### src/rtl/ppu_pkg.sv
// Shared types for the PPU table writer: table base addresses, writer FSM states
// and the command word carried through the frame FIFO.
package ppu_pkg;

  localparam int CMD_ADDR_W = 16;
  localparam int CMD_DATA_W = 32;

  localparam logic [CMD_ADDR_W-1:0] ATTR_BASE    = 16'h0000;
  localparam logic [CMD_ADDR_W-1:0] COLOR_BASE   = 16'h1000;
  localparam logic [CMD_ADDR_W-1:0] PATTERN_BASE = 16'h2000;
  localparam logic [CMD_ADDR_W-1:0] SPRITE_BASE  = 16'h3000;

  typedef enum logic [1:0] {
    WAIT  = 2'd0,
    DRAIN = 2'd1,
    HOLD  = 2'd2
  } writer_state_t;

  typedef struct packed {
    logic                  last;
    logic [CMD_ADDR_W-1:0] addr;
    logic [CMD_DATA_W-1:0] data;
  } cmd_t;

endpackage

### src/rtl/cmd_fifo.sv
// First-word-fall-through command FIFO; tag_last marks the newest stored entry
// as a batch boundary so a full FIFO without a boundary can still drain.
module cmd_fifo
  import ppu_pkg::*;
#(
  parameter int DEPTH = 16
) (
  input  logic                     clk,
  input  logic                     reset,
  input  logic                     push,
  input  cmd_t                     wdata,
  input  logic                     pop,
  output cmd_t                     rdata,
  input  logic                     tag_last,
  output logic                     full,
  output logic                     empty,
  output logic [$clog2(DEPTH):0]   count
);

  localparam int AW = $clog2(DEPTH);
  localparam int CW = AW + 1;

  cmd_t          mem [DEPTH];
  logic [AW-1:0] wr_ptr;
  logic [AW-1:0] rd_ptr;
  logic [AW-1:0] tail_ptr;
  logic          do_push;
  logic          do_pop;

  assign do_push  = push && !full;
  assign do_pop   = pop && !empty;
  assign tail_ptr = wr_ptr - AW'(1);

  // Storage carries no reset; only pointers and count define what is valid.
  always_ff @(posedge clk) begin
    if (do_push) begin
      mem[wr_ptr] <= wdata;
    end
    if (tag_last) begin
      mem[tail_ptr].last <= 1'b1;
    end
  end

  always_ff @(posedge clk or posedge reset) begin
    if (reset) begin
      wr_ptr <= '0;
      rd_ptr <= '0;
      count  <= '0;
    end else begin
      if (do_push) begin
        wr_ptr <= wr_ptr + AW'(1);
      end
      if (do_pop) begin
        rd_ptr <= rd_ptr + AW'(1);
      end
      if (do_push && !do_pop) begin
        count <= count + CW'(1);
      end else if (!do_push && do_pop) begin
        count <= count - CW'(1);
      end
    end
  end

  assign full  = (count == CW'(DEPTH));
  assign empty = (count == '0);
  assign rdata = mem[rd_ptr];

endmodule

### src/rtl/ppu_frame_writer.sv
// Buffers PPU table writes in frame batches and drains exactly one complete
// batch per vertical blank so sprite/attribute tables never change mid-scanout.
module ppu_frame_writer
  import ppu_pkg::*;
#(
  parameter int DEPTH   = 16,
  parameter int ADDR_W  = 16,
  parameter int DATA_W  = 32,
  parameter int VACTIVE = 480
) (
  input  logic              clk,
  input  logic              reset,
  input  logic              cmd_valid,
  output logic              cmd_ready,
  input  logic [ADDR_W-1:0] cmd_addr,
  input  logic [DATA_W-1:0] cmd_data,
  input  logic              cmd_last,
  input  logic [9:0]        vcount,
  input  logic              waitrequest,
  output logic              chipselect,
  output logic              write,
  output logic [ADDR_W-1:0] address,
  output logic [DATA_W-1:0] writedata,
  output logic              busy,
  output logic [15:0]       frames_done,
  output logic              late_err,
  output logic              force_err,
  output writer_state_t     state
);

  localparam int CW = $clog2(DEPTH) + 1;

  cmd_t          push_cmd;
  cmd_t          head;
  logic          fifo_full;
  logic          fifo_empty;
  logic [CW-1:0] fifo_count;
  logic [CW-1:0] pending;
  logic          push;
  logic          pop;
  logic          tag_last;
  logic          pend_inc;
  logic          pend_dec;
  logic          vblank;
  logic          vblank_q;
  logic          vb_rise;
  logic          accept;
  logic          out_last;

  // Handshakes: a command transfers on a clock edge where cmd_valid && cmd_ready;
  // a bus write completes on an edge where chipselect && !waitrequest, and the
  // bus outputs are held unchanged until then.
  assign cmd_ready = !fifo_full;
  assign push      = cmd_valid && cmd_ready;
  assign push_cmd  = '{last: cmd_last, addr: cmd_addr, data: cmd_data};
  assign accept    = chipselect && !waitrequest;

  assign vblank  = (vcount >= 10'(VACTIVE));
  assign vb_rise = vblank && !vblank_q;

  // A full FIFO without any boundary would never drain; close the batch here.
  assign tag_last = (fifo_count == CW'(DEPTH)) && (pending == '0);

  // Load the next entry whenever the output stage is empty or just accepted,
  // except once the batch's last write is sitting on the bus.
  assign pop = (state == DRAIN) && (!chipselect || !waitrequest)
               && !(chipselect && out_last) && !fifo_empty;

  assign pend_inc = (push && cmd_last) || tag_last;
  assign pend_dec = pop && head.last;

  cmd_fifo #(
    .DEPTH(DEPTH)
  ) u_cmd_fifo (
    .clk      (clk),
    .reset    (reset),
    .push     (push),
    .wdata    (push_cmd),
    .pop      (pop),
    .rdata    (head),
    .tag_last (tag_last),
    .full     (fifo_full),
    .empty    (fifo_empty),
    .count    (fifo_count)
  );

  always_ff @(posedge clk or posedge reset) begin
    if (reset) begin
      pending <= '0;
    end else if (pend_inc && !pend_dec) begin
      pending <= pending + CW'(1);
    end else if (!pend_inc && pend_dec) begin
      pending <= pending - CW'(1);
    end
  end

  always_ff @(posedge clk or posedge reset) begin
    if (reset) begin
      state       <= WAIT;
      vblank_q    <= 1'b0;
      chipselect  <= 1'b0;
      address     <= '0;
      writedata   <= '0;
      out_last    <= 1'b0;
      frames_done <= '0;
      late_err    <= 1'b0;
      force_err   <= 1'b0;
    end else begin
      vblank_q <= vblank;
      if (tag_last) begin
        force_err <= 1'b1;
      end
      case (state)
        WAIT: begin
          if (vb_rise && (pending != '0)) begin
            state <= DRAIN;
          end
        end
        DRAIN: begin
          // The batch always completes; running past blanking is only flagged.
          if (!vblank) begin
            late_err <= 1'b1;
          end
          if (accept && out_last) begin
            chipselect  <= 1'b0;
            out_last    <= 1'b0;
            frames_done <= frames_done + 16'd1;
            state       <= HOLD;
          end else if (pop) begin
            chipselect <= 1'b1;
            address    <= head.addr;
            writedata  <= head.data;
            out_last   <= head.last;
          end else if (accept) begin
            chipselect <= 1'b0;
          end
        end
        HOLD: begin
          if (!vblank) begin
            state <= WAIT;
          end
        end
        default: state <= WAIT;
      endcase
    end
  end

  assign write = chipselect;
  assign busy  = (state == DRAIN);

endmodule
### config.mk
export PLATFORM = sky130hd
export DESIGN_NAME = ppu_frame_writer
export DESIGN_NICKNAME = d
export VERILOG_FILES = /design/src/rtl/ppu_pkg.sv /design/src/rtl/cmd_fifo.sv /design/src/rtl/ppu_frame_writer.sv
export SDC_FILE = /design/constraint.sdc
export NUM_CORES = 1
export LEC_CHECK = 0
export BUFFER_PORTS_ARGS = -buffer_cell sky130_fd_sc_hd__buf_2
export CORE_AREA = 2 2 268 270
export DETAILED_ROUTE_END_ITERATION = 8
export DIE_AREA = 0 0 270 272
export PLACE_DENSITY = 0.65
export SETUP_SLACK_MARGIN = 0.2
export SLEW_MARGIN = 20
export SYNTH_ARGS = -nofsm -noshare
export SYNTH_HDL_FRONTEND = slang
export SYNTH_SLANG_ARGS = --single-unit
export TNS_END_PERCENT = 5
### constraint.sdc
create_clock -name clk -period 7.45 [get_ports clk]
set_clock_uncertainty 0.15 [all_clocks]
set_input_delay 2.235 -clock clk [delete_from_list [all_inputs] [get_ports clk]]
set_output_delay 2.235 -clock clk [all_outputs]
set_load 0.02 [all_outputs]
==> run metrics <==
status=finished clean; post-synthesis register bit count=between 800 and 900; I/O Buffers=129; critical path launch point type=primary input; vias in the first global route=18100; Clock Tree Buf Depth=3; ys async rst share=0.102; routability cong.=0.749; final hold vios=0; register area share after synthesis=0.753; H-tree depth=3; Area growth, synth to finish=13.9%; die height=272 um; setup bufs post-CTS=0; Routed Wire Length=75600 um; post-route ant nets=0; clock root cell=clkbuf_16; Ys Warns=0; Slew Viols, Final=0; Clk Latency, worst-skew pair=roughly 0.63 ns; WL/cell=25.5 um; Post-synth EDFFs=around 800; DR vias=around 17000; Rows=98; HP Class=flop to flop; CP Capture Type=flop; min Tclk post-route=4.81 ns; most frequent cells in the layout=edfxtp_1 (784), buf_2 (129), mux4_2 (118); grt ovf=0; share of layout cells above drive strength 1=0.276; CP Max Fanout=35; first-pass GRT wire length=114000 um; Initial Utilization=0.484; Top Ports=135; initial antenna violation count=0; post-CTS resize count=0; Worst EP arrival=4.92 ns; Leak=13.2 nW; Most used DFF post-synth=edfxtp_1; DP HPWL=around 41000 um; full die area=73400 um2; RSZ-0062 raised after global routing=false; Worst VDD drop=305 uV; initial DRC count=1309; max_cap viols=0; fin nets=2012; Via density=5.84; Setup Viol. Count Final=0; Residual DRC=0; setup TNS=0 ns; Peak Freq=between 200 and 250 MHz; syn avg cell area=19.3 um2; Die Wd=270 um; Pre-antenna DRT Iters=5; cell count after synthesis=1775; syn nets=1852; fin util=0.551; worst rel slew slack=0.254; gr usage total=0.208; CTS tree=built; Distinct cells, synth=58; clock-pin slew on the worst setup and hold paths=0.06 ns; Synth Cell Area=34200 um2; core area=70800 um2; largest net degree at the start of global routing=141; worst-margin pin slew=approximately 1.1 ns; kind of critical path=primary input to flop; number of CTS-inserted buffers=89; # clock sinks=873; Hold Buf Count CTS=0; Pwr per Cell Area=384 nW/um2; # diodes=0; most common cell after layout, fill and taps aside=edfxtp_1; WP data required=7.56 ns; Tcrit/Tclk final=0.645
worst max-delay path, stage by stage:
cell	delay [ns]
buf_2	0.12
a21boi_1	0.66
nand2_1	0.45
a21oi_4	0.74
buf_4	0.67
synth_stat cells, types with 5 or more instances:
master,n,area (um2)
a221o_1,20,200
buf_1,12,45.0
buf_2,28,140
nand4_1,5,31.3
nand2_1,46,173
mux4_2,118,2660
o22ai_1,57,357
ha_1,12,150
clkbuf_1,54,203
a21oi_1,49,245
nand2b_1,6,37.5
a22o_1,29,254
mux2_2,112,1260
and2_1,50,313
edfxtp_1,784,23500
xnor2_1,24,210
nor2b_1,31,194
nand3_1,10,50.1
nand3b_1,6,45.0
nor2_1,28,105
o21ai_0,11,55.1
a21o_1,5,37.5
inv_1,11,41.3
o41ai_1,17,149
dfrtp_1,89,2230
mux2i_1,76,761
a211o_1,27,236
report_power, final:
group          internal (mW)  switching (mW)
clock                   2.50            1.82
combinational           1.81            2.36
sequential              6.03           0.444
total                   10.3            4.62
metrics by stage:
step           std cells  setup slack (ns)  instance area [um2]  hold slack [ns]  power [mW]
2_1_floorplan       1775              1.55                34200            0.288        9.51
3_5_place_dp        2794              1.97                36100            0.309        10.8
6_report            2960              2.64                39000            0.321        15.0
5_1_grt             2960              2.51                39000            0.349        15.6
4_1_cts             2960              2.63                39000            0.321        15.1
3_3_place_gp        2794              2.04                36100            0.289        10.7
routing by layer:
metal  global-route usage  vias to the layer above  routed length, um
met4               0.0652                        0               1810
met1                0.279                     9123              31700
li1                     -                     7534                  -
met3               0.0294                      111               3550
met5                    0                        -                  0
met2                0.356                      529              38500
layout make-up:
cell class / instances / area [um2]
clock buffer: 119 / 2460
clock inverter: 47 / 389
fill: 5435 / 31800
inverter: 12 / 50.0
multi-input combinational: 792 / 8130
sequential: 873 / 25800
tap: 950 / 1190
timing repair buffer: 167 / 956
state kept, by name, indices dropped and copies added (netlist names):
register,count
chipselect,1
writedata,32
address,16
u_cmd_fifo.mem,784
late_err,1
frames_done,16
pending,5
u_cmd_fifo.rd_ptr,4
force_err,1
state,2
u_cmd_fifo.count,5
vblank_q,1
out_last,1
u_cmd_fifo.wr_ptr,4
final timing paths:
kind                                                  from                                to  slack (ns)  depth (start not counted)
setup / recovery                                 cmd_valid   u_cmd_fifo.mem[0][12]$_DFFE_PP_        2.64                          5
min in group asynchronous                            reset       frames_done[15]$_DFFE_PP0P_        1.66                          2
hold / removal                      pending[4]$_DFFE_PP0P_            pending[4]$_DFFE_PP0P_        0.32                          1
max in group asynchronous                            reset  u_cmd_fifo.rd_ptr[1]$_DFFE_PP0P_        4.22                          3
setup reg to reg           u_cmd_fifo.count[0]$_DFFE_PP0P_   u_cmd_fifo.mem[2][37]$_DFFE_PP_        3.09                          5
hold reg to reg                     pending[4]$_DFFE_PP0P_            pending[4]$_DFFE_PP0P_        0.32                          1
cells by family after synthesis:
group           synth area share
compound gates            0.0516
mux                        0.137
fa+ha+maj                0.00556
simple gates              0.0321
xor+xnor                 0.00717
buf+inv                   0.0136
flops                      0.753
Power figures use the tool's default switching activity.
